### config.mk
export PLATFORM = sky130hd
export DESIGN_NAME = uart_tx_param_flat
export DESIGN_NICKNAME = d
export VERILOG_FILES = /design/src/rtl/uart_pkg.sv /design/src/rtl/uart_tx_param_if.sv /design/src/rtl/uart_tx_fifo.sv /design/src/rtl/uart_tx_param.sv /design/src/flat_wrapper.sv
export SDC_FILE = /design/constraint.sdc
export NUM_CORES = 1
export LEC_CHECK = 0
export ABC_AREA = 1
export CORE_ASPECT_RATIO = 1.75
export CORE_MARGIN = 3
export CORE_UTILIZATION = 50
export DETAILED_ROUTE_END_ITERATION = 8
export GPL_TIMING_DRIVEN = 1
export PLACE_DENSITY_LB_ADDON = 0.12
export SLEW_MARGIN = 10
export SYNTH_ARGS = -nofsm -noshare
export SYNTH_HDL_FRONTEND = slang
export SYNTH_SLANG_ARGS = --single-unit
### constraint.sdc
create_clock -name clk_Tx -period 2.44 [get_ports clk_Tx]
set_input_delay 0.732 -clock clk_Tx [delete_from_list [all_inputs] [get_ports clk_Tx]]
set_output_delay 0.732 -clock clk_Tx [all_outputs]
set_load 0.05 [all_outputs]
### src/rtl/uart_pkg.sv
// uart_pkg -- shared definitions for the UART transmit path.
// Holds the frame FSM state encoding, the parity mode encodings, the
// elaboration-time baud divisor calculation and the parity helper.
package uart_pkg;

    // Frame FSM states; a 3-bit encoding keeps the register narrow.
    typedef enum logic [2:0] {
        ST_IDLE   = 3'd0,
        ST_START  = 3'd1,
        ST_DATA   = 3'd2,
        ST_PARITY = 3'd3,
        ST_STOP   = 3'd4
    } uart_state_e;

    // Parity mode encodings used by the PARITY parameter.
    localparam int PAR_NONE = 32'sd0;
    localparam int PAR_EVEN = 32'sd1;
    localparam int PAR_ODD  = 32'sd2;

    // Clock cycles per bit, rounded to the nearest integer.
    function automatic int calc_div(input int clk_hz, input int baud);
        return (clk_hz + (baud / 32'sd2)) / baud;
    endfunction

    // Parity over a zero-extended data word; zero padding does not
    // change the XOR reduction, so one width serves every DATA_BITS.
    function automatic logic calc_parity(input logic [8:0] data, input logic odd);
        return odd ? ~^data : ^data;
    endfunction

endpackage

### src/rtl/uart_tx_param_if.sv
// uart_tx_param_if -- valid/ready word handshake into the transmitter.
//   tx_data  : word to send (DATA_BITS wide)
//   tx_valid : tx_data is valid
//   tx_ready : transmitter FIFO can take a word
// master drives data/valid, slave (the transmitter) drives ready.
interface uart_tx_param_if #(
    parameter int DATA_BITS = 8
) ();
    logic [DATA_BITS-1:0] tx_data;
    logic                 tx_valid;
    logic                 tx_ready;

    modport master (output tx_data, output tx_valid, input tx_ready);
    modport slave  (input tx_data, input tx_valid, output tx_ready);
endinterface

### src/rtl/uart_tx_fifo.sv
// uart_tx_fifo -- synchronous FIFO with first-word fall-through read.
//   clk, rst_n : clock and synchronous active-low reset
//   wr_en      : write request; ignored while full (even if a read happens)
//   wr_data    : word to store
//   rd_en      : read request; ignored while empty
//   rd_data    : word at the head of the FIFO (valid while !empty)
//   full/empty : occupancy flags
//   level      : current occupancy, 0..DEPTH
// DEPTH must be a power of two so the pointers wrap by overflow.
module uart_tx_fifo
    import uart_pkg::*;
#(
    parameter int WIDTH = 8,
    parameter int DEPTH = 16
) (
    input  logic                   clk,
    input  logic                   rst_n,
    input  logic                   wr_en,
    input  logic [WIDTH-1:0]       wr_data,
    input  logic                   rd_en,
    output logic [WIDTH-1:0]       rd_data,
    output logic                   full,
    output logic                   empty,
    output logic [$clog2(DEPTH):0] level
);

    localparam int PTR_W = $clog2(DEPTH);
    localparam logic [PTR_W:0]   LVL_FULL = (PTR_W + 1)'(DEPTH);
    localparam logic [PTR_W:0]   LVL_ZERO = (PTR_W + 1)'(0);
    localparam logic [PTR_W:0]   LVL_ONE  = (PTR_W + 1)'(1);
    localparam logic [PTR_W-1:0] PTR_ONE  = PTR_W'(1);

    logic [WIDTH-1:0] mem_q [DEPTH];
    logic [PTR_W-1:0] wr_ptr_q, wr_ptr_d;
    logic [PTR_W-1:0] rd_ptr_q, rd_ptr_d;
    logic [PTR_W:0]   level_q, level_d;
    logic             push_s;
    logic             pop_s;

    assign full    = (level_q == LVL_FULL);
    assign empty   = (level_q == LVL_ZERO);
    assign level   = level_q;
    assign rd_data = mem_q[rd_ptr_q];

    // A full FIFO refuses writes outright, so a same-edge read cannot make room.
    assign push_s = wr_en && !full;
    assign pop_s  = rd_en && !empty;

    // Next-state for pointers and occupancy.
    always_comb begin
        wr_ptr_d = wr_ptr_q;
        rd_ptr_d = rd_ptr_q;
        level_d  = level_q;
        if (push_s) begin
            wr_ptr_d = wr_ptr_q + PTR_ONE;
        end else begin
            wr_ptr_d = wr_ptr_q;
        end
        if (pop_s) begin
            rd_ptr_d = rd_ptr_q + PTR_ONE;
        end else begin
            rd_ptr_d = rd_ptr_q;
        end
        case ({push_s, pop_s})
            2'b10:   level_d = level_q + LVL_ONE;
            2'b01:   level_d = level_q - LVL_ONE;
            default: level_d = level_q;
        endcase
    end

    // Pointer and occupancy registers with synchronous reset.
    always_ff @(posedge clk) begin
        if (!rst_n) begin
            wr_ptr_q <= '0;
            rd_ptr_q <= '0;
            level_q  <= LVL_ZERO;
        end else begin
            wr_ptr_q <= wr_ptr_d;
            rd_ptr_q <= rd_ptr_d;
            level_q  <= level_d;
        end
    end

    // Storage array; contents need no reset because the pointers define validity.
    always_ff @(posedge clk) begin
        if (push_s) begin
            mem_q[wr_ptr_q] <= wr_data;
        end
    end

endmodule

### src/rtl/uart_tx_param.sv
// uart_tx_param -- parametrised UART transmitter with a transmit FIFO.
//   clk_Tx     : the only clock, rising edge
//   rst_n      : synchronous active-low reset; aborts any frame and empties the FIFO
//   tx_if      : valid/ready word input (tx_data, tx_valid, tx_ready = !full)
//   tx_out     : registered serial line, idle high
//   tx_busy    : high while a frame is in progress
//   tx_done    : one-cycle pulse in the last cycle of the final stop bit
//   fifo_level : FIFO occupancy
// Bit timing comes from a baud clock-enable counter of DIV cycles per bit.
module uart_tx_param
    import uart_pkg::*;
#(
    parameter int CLK_HZ     = 100000000,
    parameter int BAUD       = 115200,
    parameter int DATA_BITS  = 8,
    parameter int PARITY     = 0,
    parameter int STOP_BITS  = 1,
    parameter int FIFO_DEPTH = 16
) (
    input  logic                        clk_Tx,
    input  logic                        rst_n,
    uart_tx_param_if.slave              tx_if,
    output logic                        tx_out,
    output logic                        tx_busy,
    output logic                        tx_done,
    output logic [$clog2(FIFO_DEPTH):0] fifo_level
);

    localparam int DIV   = calc_div(CLK_HZ, BAUD);
    localparam int CNT_W = (DIV >= 2) ? $clog2(DIV) : 1;

    // Reject illegal configurations at elaboration.
    if ((DIV < 2) || (DATA_BITS < 5) || (DATA_BITS > 9) ||
        (PARITY < PAR_NONE) || (PARITY > PAR_ODD) ||
        (STOP_BITS < 1) || (STOP_BITS > 2) || (FIFO_DEPTH < 2) ||
        ((FIFO_DEPTH & (FIFO_DEPTH - 1)) != 0)) begin : g_bad_params
        $error("uart_tx_param: illegal parameter combination");
    end

    localparam logic [2:0] S_IDLE   = ST_IDLE;
    localparam logic [2:0] S_START  = ST_START;
    localparam logic [2:0] S_DATA   = ST_DATA;
    localparam logic [2:0] S_PARITY = ST_PARITY;
    localparam logic [2:0] S_STOP   = ST_STOP;

    localparam logic [CNT_W-1:0] DIV_LAST  = CNT_W'(DIV - 1);
    localparam logic [CNT_W-1:0] DIV_PRE   = CNT_W'(DIV - 2);
    localparam logic [CNT_W-1:0] CNT_ONE   = CNT_W'(1);
    localparam logic [3:0]       DATA_LAST = 4'(DATA_BITS - 1);
    localparam logic [3:0]       STOP_LAST = 4'(STOP_BITS - 1);
    localparam logic             PAR_IS_ODD = (PARITY == PAR_ODD);

    logic [2:0]           state_q, state_d;
    logic [CNT_W-1:0]     baud_cnt_q, baud_cnt_d;
    logic [3:0]           bit_cnt_q, bit_cnt_d;
    logic [DATA_BITS-1:0] shift_q, shift_d;
    logic                 par_q, par_d;
    logic                 tx_out_q, tx_out_d;
    logic                 busy_q, busy_d;
    logic                 done_q, done_d;

    logic                 bit_end_s;
    logic                 pop_s;
    logic                 empty_s;
    logic                 full_s;
    logic [DATA_BITS-1:0] head_s;

    uart_tx_fifo #(
        .WIDTH (DATA_BITS),
        .DEPTH (FIFO_DEPTH)
    ) u_fifo (
        .clk     (clk_Tx),
        .rst_n   (rst_n),
        .wr_en   (tx_if.tx_valid),
        .wr_data (tx_if.tx_data),
        .rd_en   (pop_s),
        .rd_data (head_s),
        .full    (full_s),
        .empty   (empty_s),
        .level   (fifo_level)
    );

    assign tx_if.tx_ready = !full_s;
    assign tx_out         = tx_out_q;
    assign tx_busy        = busy_q;
    assign tx_done        = done_q;

    assign bit_end_s = (baud_cnt_q == DIV_LAST);

    // Frame sequencer: counters, shift register and next line level.
    always_comb begin
        state_d    = state_q;
        baud_cnt_d = baud_cnt_q;
        bit_cnt_d  = bit_cnt_q;
        shift_d    = shift_q;
        par_d      = par_q;
        tx_out_d   = tx_out_q;
        done_d     = 1'b0;
        pop_s      = 1'b0;

        if (state_q != S_IDLE) begin
            baud_cnt_d = bit_end_s ? '0 : (baud_cnt_q + CNT_ONE);
        end else begin
            baud_cnt_d = '0;
        end

        case (state_q)
            S_IDLE: begin
                if (!empty_s) begin
                    // Pop and drive the start bit on the same edge.
                    pop_s      = 1'b1;
                    state_d    = S_START;
                    baud_cnt_d = '0;
                    bit_cnt_d  = 4'd0;
                    shift_d    = head_s;
                    par_d      = calc_parity(9'(head_s), PAR_IS_ODD);
                    tx_out_d   = 1'b0;
                end else begin
                    tx_out_d = 1'b1;
                end
            end
            S_START: begin
                if (bit_end_s) begin
                    state_d   = S_DATA;
                    bit_cnt_d = 4'd0;
                    tx_out_d  = shift_q[0];
                end else begin
                    tx_out_d = 1'b0;
                end
            end
            S_DATA: begin
                if (bit_end_s) begin
                    if (bit_cnt_q == DATA_LAST) begin
                        if (PARITY != PAR_NONE) begin
                            state_d  = S_PARITY;
                            tx_out_d = par_q;
                        end else begin
                            state_d   = S_STOP;
                            bit_cnt_d = 4'd0;
                            tx_out_d  = 1'b1;
                        end
                    end else begin
                        // LSB first: the next bit is shift_q[1] before shifting.
                        bit_cnt_d = bit_cnt_q + 4'd1;
                        shift_d   = shift_q >> 1;
                        tx_out_d  = shift_q[1];
                    end
                end else begin
                    tx_out_d = tx_out_q;
                end
            end
            S_PARITY: begin
                if (bit_end_s) begin
                    state_d   = S_STOP;
                    bit_cnt_d = 4'd0;
                    tx_out_d  = 1'b1;
                end else begin
                    tx_out_d = par_q;
                end
            end
            S_STOP: begin
                // Register one cycle early so the pulse lands in the last stop cycle.
                done_d = (bit_cnt_q == STOP_LAST) && (baud_cnt_q == DIV_PRE);
                if (bit_end_s) begin
                    if (bit_cnt_q == STOP_LAST) begin
                        if (!empty_s) begin
                            // Back-to-back frame: no idle cycle in between.
                            pop_s      = 1'b1;
                            state_d    = S_START;
                            baud_cnt_d = '0;
                            bit_cnt_d  = 4'd0;
                            shift_d    = head_s;
                            par_d      = calc_parity(9'(head_s), PAR_IS_ODD);
                            tx_out_d   = 1'b0;
                        end else begin
                            state_d  = S_IDLE;
                            tx_out_d = 1'b1;
                        end
                    end else begin
                        bit_cnt_d = bit_cnt_q + 4'd1;
                        tx_out_d  = 1'b1;
                    end
                end else begin
                    tx_out_d = 1'b1;
                end
            end
            default: begin
                state_d    = S_IDLE;
                baud_cnt_d = '0;
                bit_cnt_d  = 4'd0;
                tx_out_d   = 1'b1;
            end
        endcase

        busy_d = (state_d != S_IDLE);
    end

    // Sequencer registers; reset forces the line high directly, no low glitch.
    always_ff @(posedge clk_Tx) begin
        if (!rst_n) begin
            state_q    <= S_IDLE;
            baud_cnt_q <= '0;
            bit_cnt_q  <= 4'd0;
            shift_q    <= '0;
            par_q      <= 1'b0;
            tx_out_q   <= 1'b1;
            busy_q     <= 1'b0;
            done_q     <= 1'b0;
        end else begin
            state_q    <= state_d;
            baud_cnt_q <= baud_cnt_d;
            bit_cnt_q  <= bit_cnt_d;
            shift_q    <= shift_d;
            par_q      <= par_d;
            tx_out_q   <= tx_out_d;
            busy_q     <= busy_d;
            done_q     <= done_d;
        end
    end

endmodule

### src/flat_wrapper.sv
// flat-port wrapper written by rule: the top's interface ports become plain ports
module uart_tx_param_flat import uart_pkg::*;
#(
    parameter int CLK_HZ     = 100000000,
    parameter int BAUD       = 115200,
    parameter int DATA_BITS  = 8,
    parameter int PARITY     = 0,
    parameter int STOP_BITS  = 1,
    parameter int FIFO_DEPTH = 16
)
  (clk_Tx, rst_n, tx_out, tx_busy, tx_done, fifo_level, tx_if_tx_data, tx_if_tx_valid, tx_if_tx_ready);
  uart_tx_param_if #(.DATA_BITS(DATA_BITS)) tx_if_i ();
  input  logic clk_Tx;
  input  logic rst_n;
  output logic tx_out;
  output logic tx_busy;
  output logic tx_done;
  output logic [$clog2(FIFO_DEPTH):0] fifo_level;
  input wire logic [$bits(tx_if_i.tx_data)-1:0] tx_if_tx_data;
  input wire logic [$bits(tx_if_i.tx_valid)-1:0] tx_if_tx_valid;
  output wire logic [$bits(tx_if_i.tx_ready)-1:0] tx_if_tx_ready;
  assign tx_if_i.tx_data = tx_if_tx_data;
  assign tx_if_i.tx_valid = tx_if_tx_valid;
  assign tx_if_tx_ready = tx_if_i.tx_ready;
  uart_tx_param #(.CLK_HZ(CLK_HZ), .BAUD(BAUD), .DATA_BITS(DATA_BITS), .PARITY(PARITY), .STOP_BITS(STOP_BITS), .FIFO_DEPTH(FIFO_DEPTH)) u_core (.clk_Tx(clk_Tx), .rst_n(rst_n), .tx_if(tx_if_i), .tx_out(tx_out), .tx_busy(tx_busy), .tx_done(tx_done), .fifo_level(fifo_level));
endmodule
==> metrics.cfg <==
[sta]
period_minus_slack_ps = 2380
finalSetupViolCount = 0
slew_headroom_pct = 65.9
hold_viol_final = 0
tightest_slew_ps = 511
final.period_utilization_pct = 97.6
drv_slew = 0
finClkSkew_ps = 15.7
setup_ws_ps = 58.1
clock.fmax_mhz = 420

[logic_synthesis]
syn-num-nets = 883
synth_seq_area_share_pct = 60.3
synthesis.area_um2 = 7900
ys_top_cells_by_area = edfxtp_1 49%, nand2_1 13%, dfxtp_1 12%
synth_top_area_cell = edfxtp_1
synthDistinctLibCells = 37
synth-warning-count = 0
ys_seq_elements = 174
syn_avg_cell_area_um2 = 9.18
synth_top_area_share_pct = 48.6
synth_cells = 861

[clocking]
path_clk_slew_ps = 70
cts_inserted_buffers = 17
htreeDepth = 4
cts_buffer_depth = 2
root_buffer = clkbuf_16
clk_latency_ps = 430
cts_tree = built
cts.sinks = 174

[setup_path]
cp_slowest_stage_delay_ps = 820
rr_worst_depth = 16
crit_cells = 1
cp_cell_sequence = clkdlybuf4s50_1
crit_required_ps = 1710
crit_slowest_cell = clkdlybuf4s50_1
critPathBufInv = 1
crit_path_end_kind = primary output
start_kind = register
cp_top_family = buffers and inverters
worstSetupPathType = register to primary output
cp.arrival_ps = 1650
path_max_fanout = 5

[pwr]
clockPowerShare_pct = 26.3
powerDensity_nw_per_um2 = 1050
ir_drop_mv = 0.733
p_switching_w = 0.00364
p_leak_nw = 3.81
p_seq_share_pct = 36.8
p_sw_share_pct = 37.9
p_int_w = 0.00598
combPwrFrac_pct = 36.9

[routing]
wirelength_um = 19300
drtIter0Drc = 293
ant_nets = 0
drc = 0
vias = 5986
avgViaCountPerCell = 5.36
wl_per_cell_um = 17.2
dr.pass1.iters = 5

[job]
drv_cap = 0

[floorplanning]
initial_core_util_pct = 51.1
die_area_um2 = 17400
rows = 60
die_h_um = 172
coreArea_um2 = 15500
die_width_um = 101
ioPinCount = 20

[placed_design]
portBuffers = 19
gp_congestion = 0.917
pre_cts_ws_ps = -48.2
place_inst = 1083
post_dp_cell_area_um2 = 8560
hpwl_um = 13400

[layout]
final_common_cell = nand2_1
final_cells = 1117
drive_gt1_share_pct = 12.5
num_antenna_cells = 0
final_area_um2 = 9160
final_cell_mix = 264 x nand2_1, 128 x edfxtp_1, 93 x inv_1, 84 x nand3_1, 59 x nor2_1
areaGrowthSynthToFinish_pct = 15.9
nNetsFinal = 940

[min_path]
hold_depth = 2
hp-class = register to register

[global_routing]
first_global_vias = 5972
grt_max_degree = 43
grt_overflow = 0
grt_antenna_before_repair = 0
grt_usage_pct = 23.3
grt_pass1_wl_um = 30600

[outcome]
status = finished clean

## what timing repair did
| item | in CTS | in global routing |
|---|---|---|
| gates resized for setup | 0 | 7 |
| buffers inserted | 0 | 2 |
| setup endpoints to repair | 0 | 4 |
| hold buffers | 0 | 0 |
## cells by family (layout without fill, tap and decap cells)
family / after synthesis / count (layout) / share of synthesized area, %
compound gates: 87 / 87 / 6.11
xor+xnor: 9 / 9 / 0.998
fa+ha+maj: 11 / 11 / 1.74
buf+inv: 135 / 205 / 7.16
flops: 174 / 174 / 60.3
simple gates: 445 / 445 / 23.7
## synth_stat cells (all sizes together)
master,number
nand2,267
edfxtp,128
inv,105
nand3,85
nor2,65
dfxtp,46
a21oi,36
o21ai,34
buf,25
ha,11
nor3,10
nand4,9
o211ai,6
clkbuf,5
xor2,5
nor3b,4
or2,4
xnor2,4
o22ai,3
o2111ai,2
a211oi,1
a22oi,1
o21a,1
o221ai,1
o311ai,1
o31ai,1
or3,1
## through the flow
| stage | setup TNS [ps] | util (%) | total power [W] | hold slack [ps] |
|---|---|---|---|---|
| 3_5_place_dp | -58.8 | 55.4 | 0.00711 | 464 |
| 2_1_floorplan | 0 | - | 0.00610 | 440 |
| 6_report | 0 | 59.2 | 0.00962 | 469 |
| 3_3_place_gp | 0 | 55.4 | 0.00703 | 456 |
| 4_1_cts | 0 | 58.9 | 0.00964 | 473 |
| 5_1_grt | -17.9 | 59.2 | 0.0103 | 500 |
## sequential cells by signal, indices dropped and copies added, names as in the netlist, 3 cells and up, named ones only
name,cells
u_core.bit_cnt_q,4
u_core.shift_q,8
u_core.u_fifo.mem_q,128
u_core.baud_cnt_q,10
u_core.state_q,3
u_core.u_fifo.level,5
u_core.u_fifo.wr_ptr_q,4
u_core.u_fifo.rd_ptr_q,4
## final cells by class
| cell class | count | area (um^2) |
|---|---|---|
| repair buffers | 68 | 581 |
| fillers | 1346 | 6300 |
| clock inverters | 13 | 118 |
| multi-input cells | 552 | 2620 |
| inverters | 105 | 394 |
| clock buffers | 19 | 433 |
| well taps | 186 | 233 |
| flip-flops and latches | 174 | 4780 |
## power by group through the flow
stage               sequential [W]  clock [W]  combinational (W)
floorplan                  0.00371          0            0.00238
CTS                        0.00354    0.00258            0.00353
global route               0.00357    0.00272            0.00396
detailed placement         0.00360          0            0.00351
finish                     0.00354    0.00253            0.00355
global placement           0.00360          0            0.00343
## worst paths after layout
path	startpoint	to	slack, ps
worst min-delay path	u_core.shift_q[0]	u_core.shift_q[0]	470
worst min register to register	u_core.shift_q[0]	u_core.shift_q[0]	470
worst max-delay path	u_core.u_fifo.level[1]	fifo_level[1]	60
worst max register to register	u_core.baud_cnt_q[6]	u_core.u_fifo.level[4]	180
## layer usage
layer / vias up / part of all wire [%] / GRT usage, %
li1: 2961 / - / -
met1: 2824 / 38 / 26.0
met2: 155 / 54 / 42.7
met3: 46 / 3.6 / 3.67
met4: 0 / 3.6 / 11.3
met5: - / 0 / 0
(Power assumes the default switching activity.)
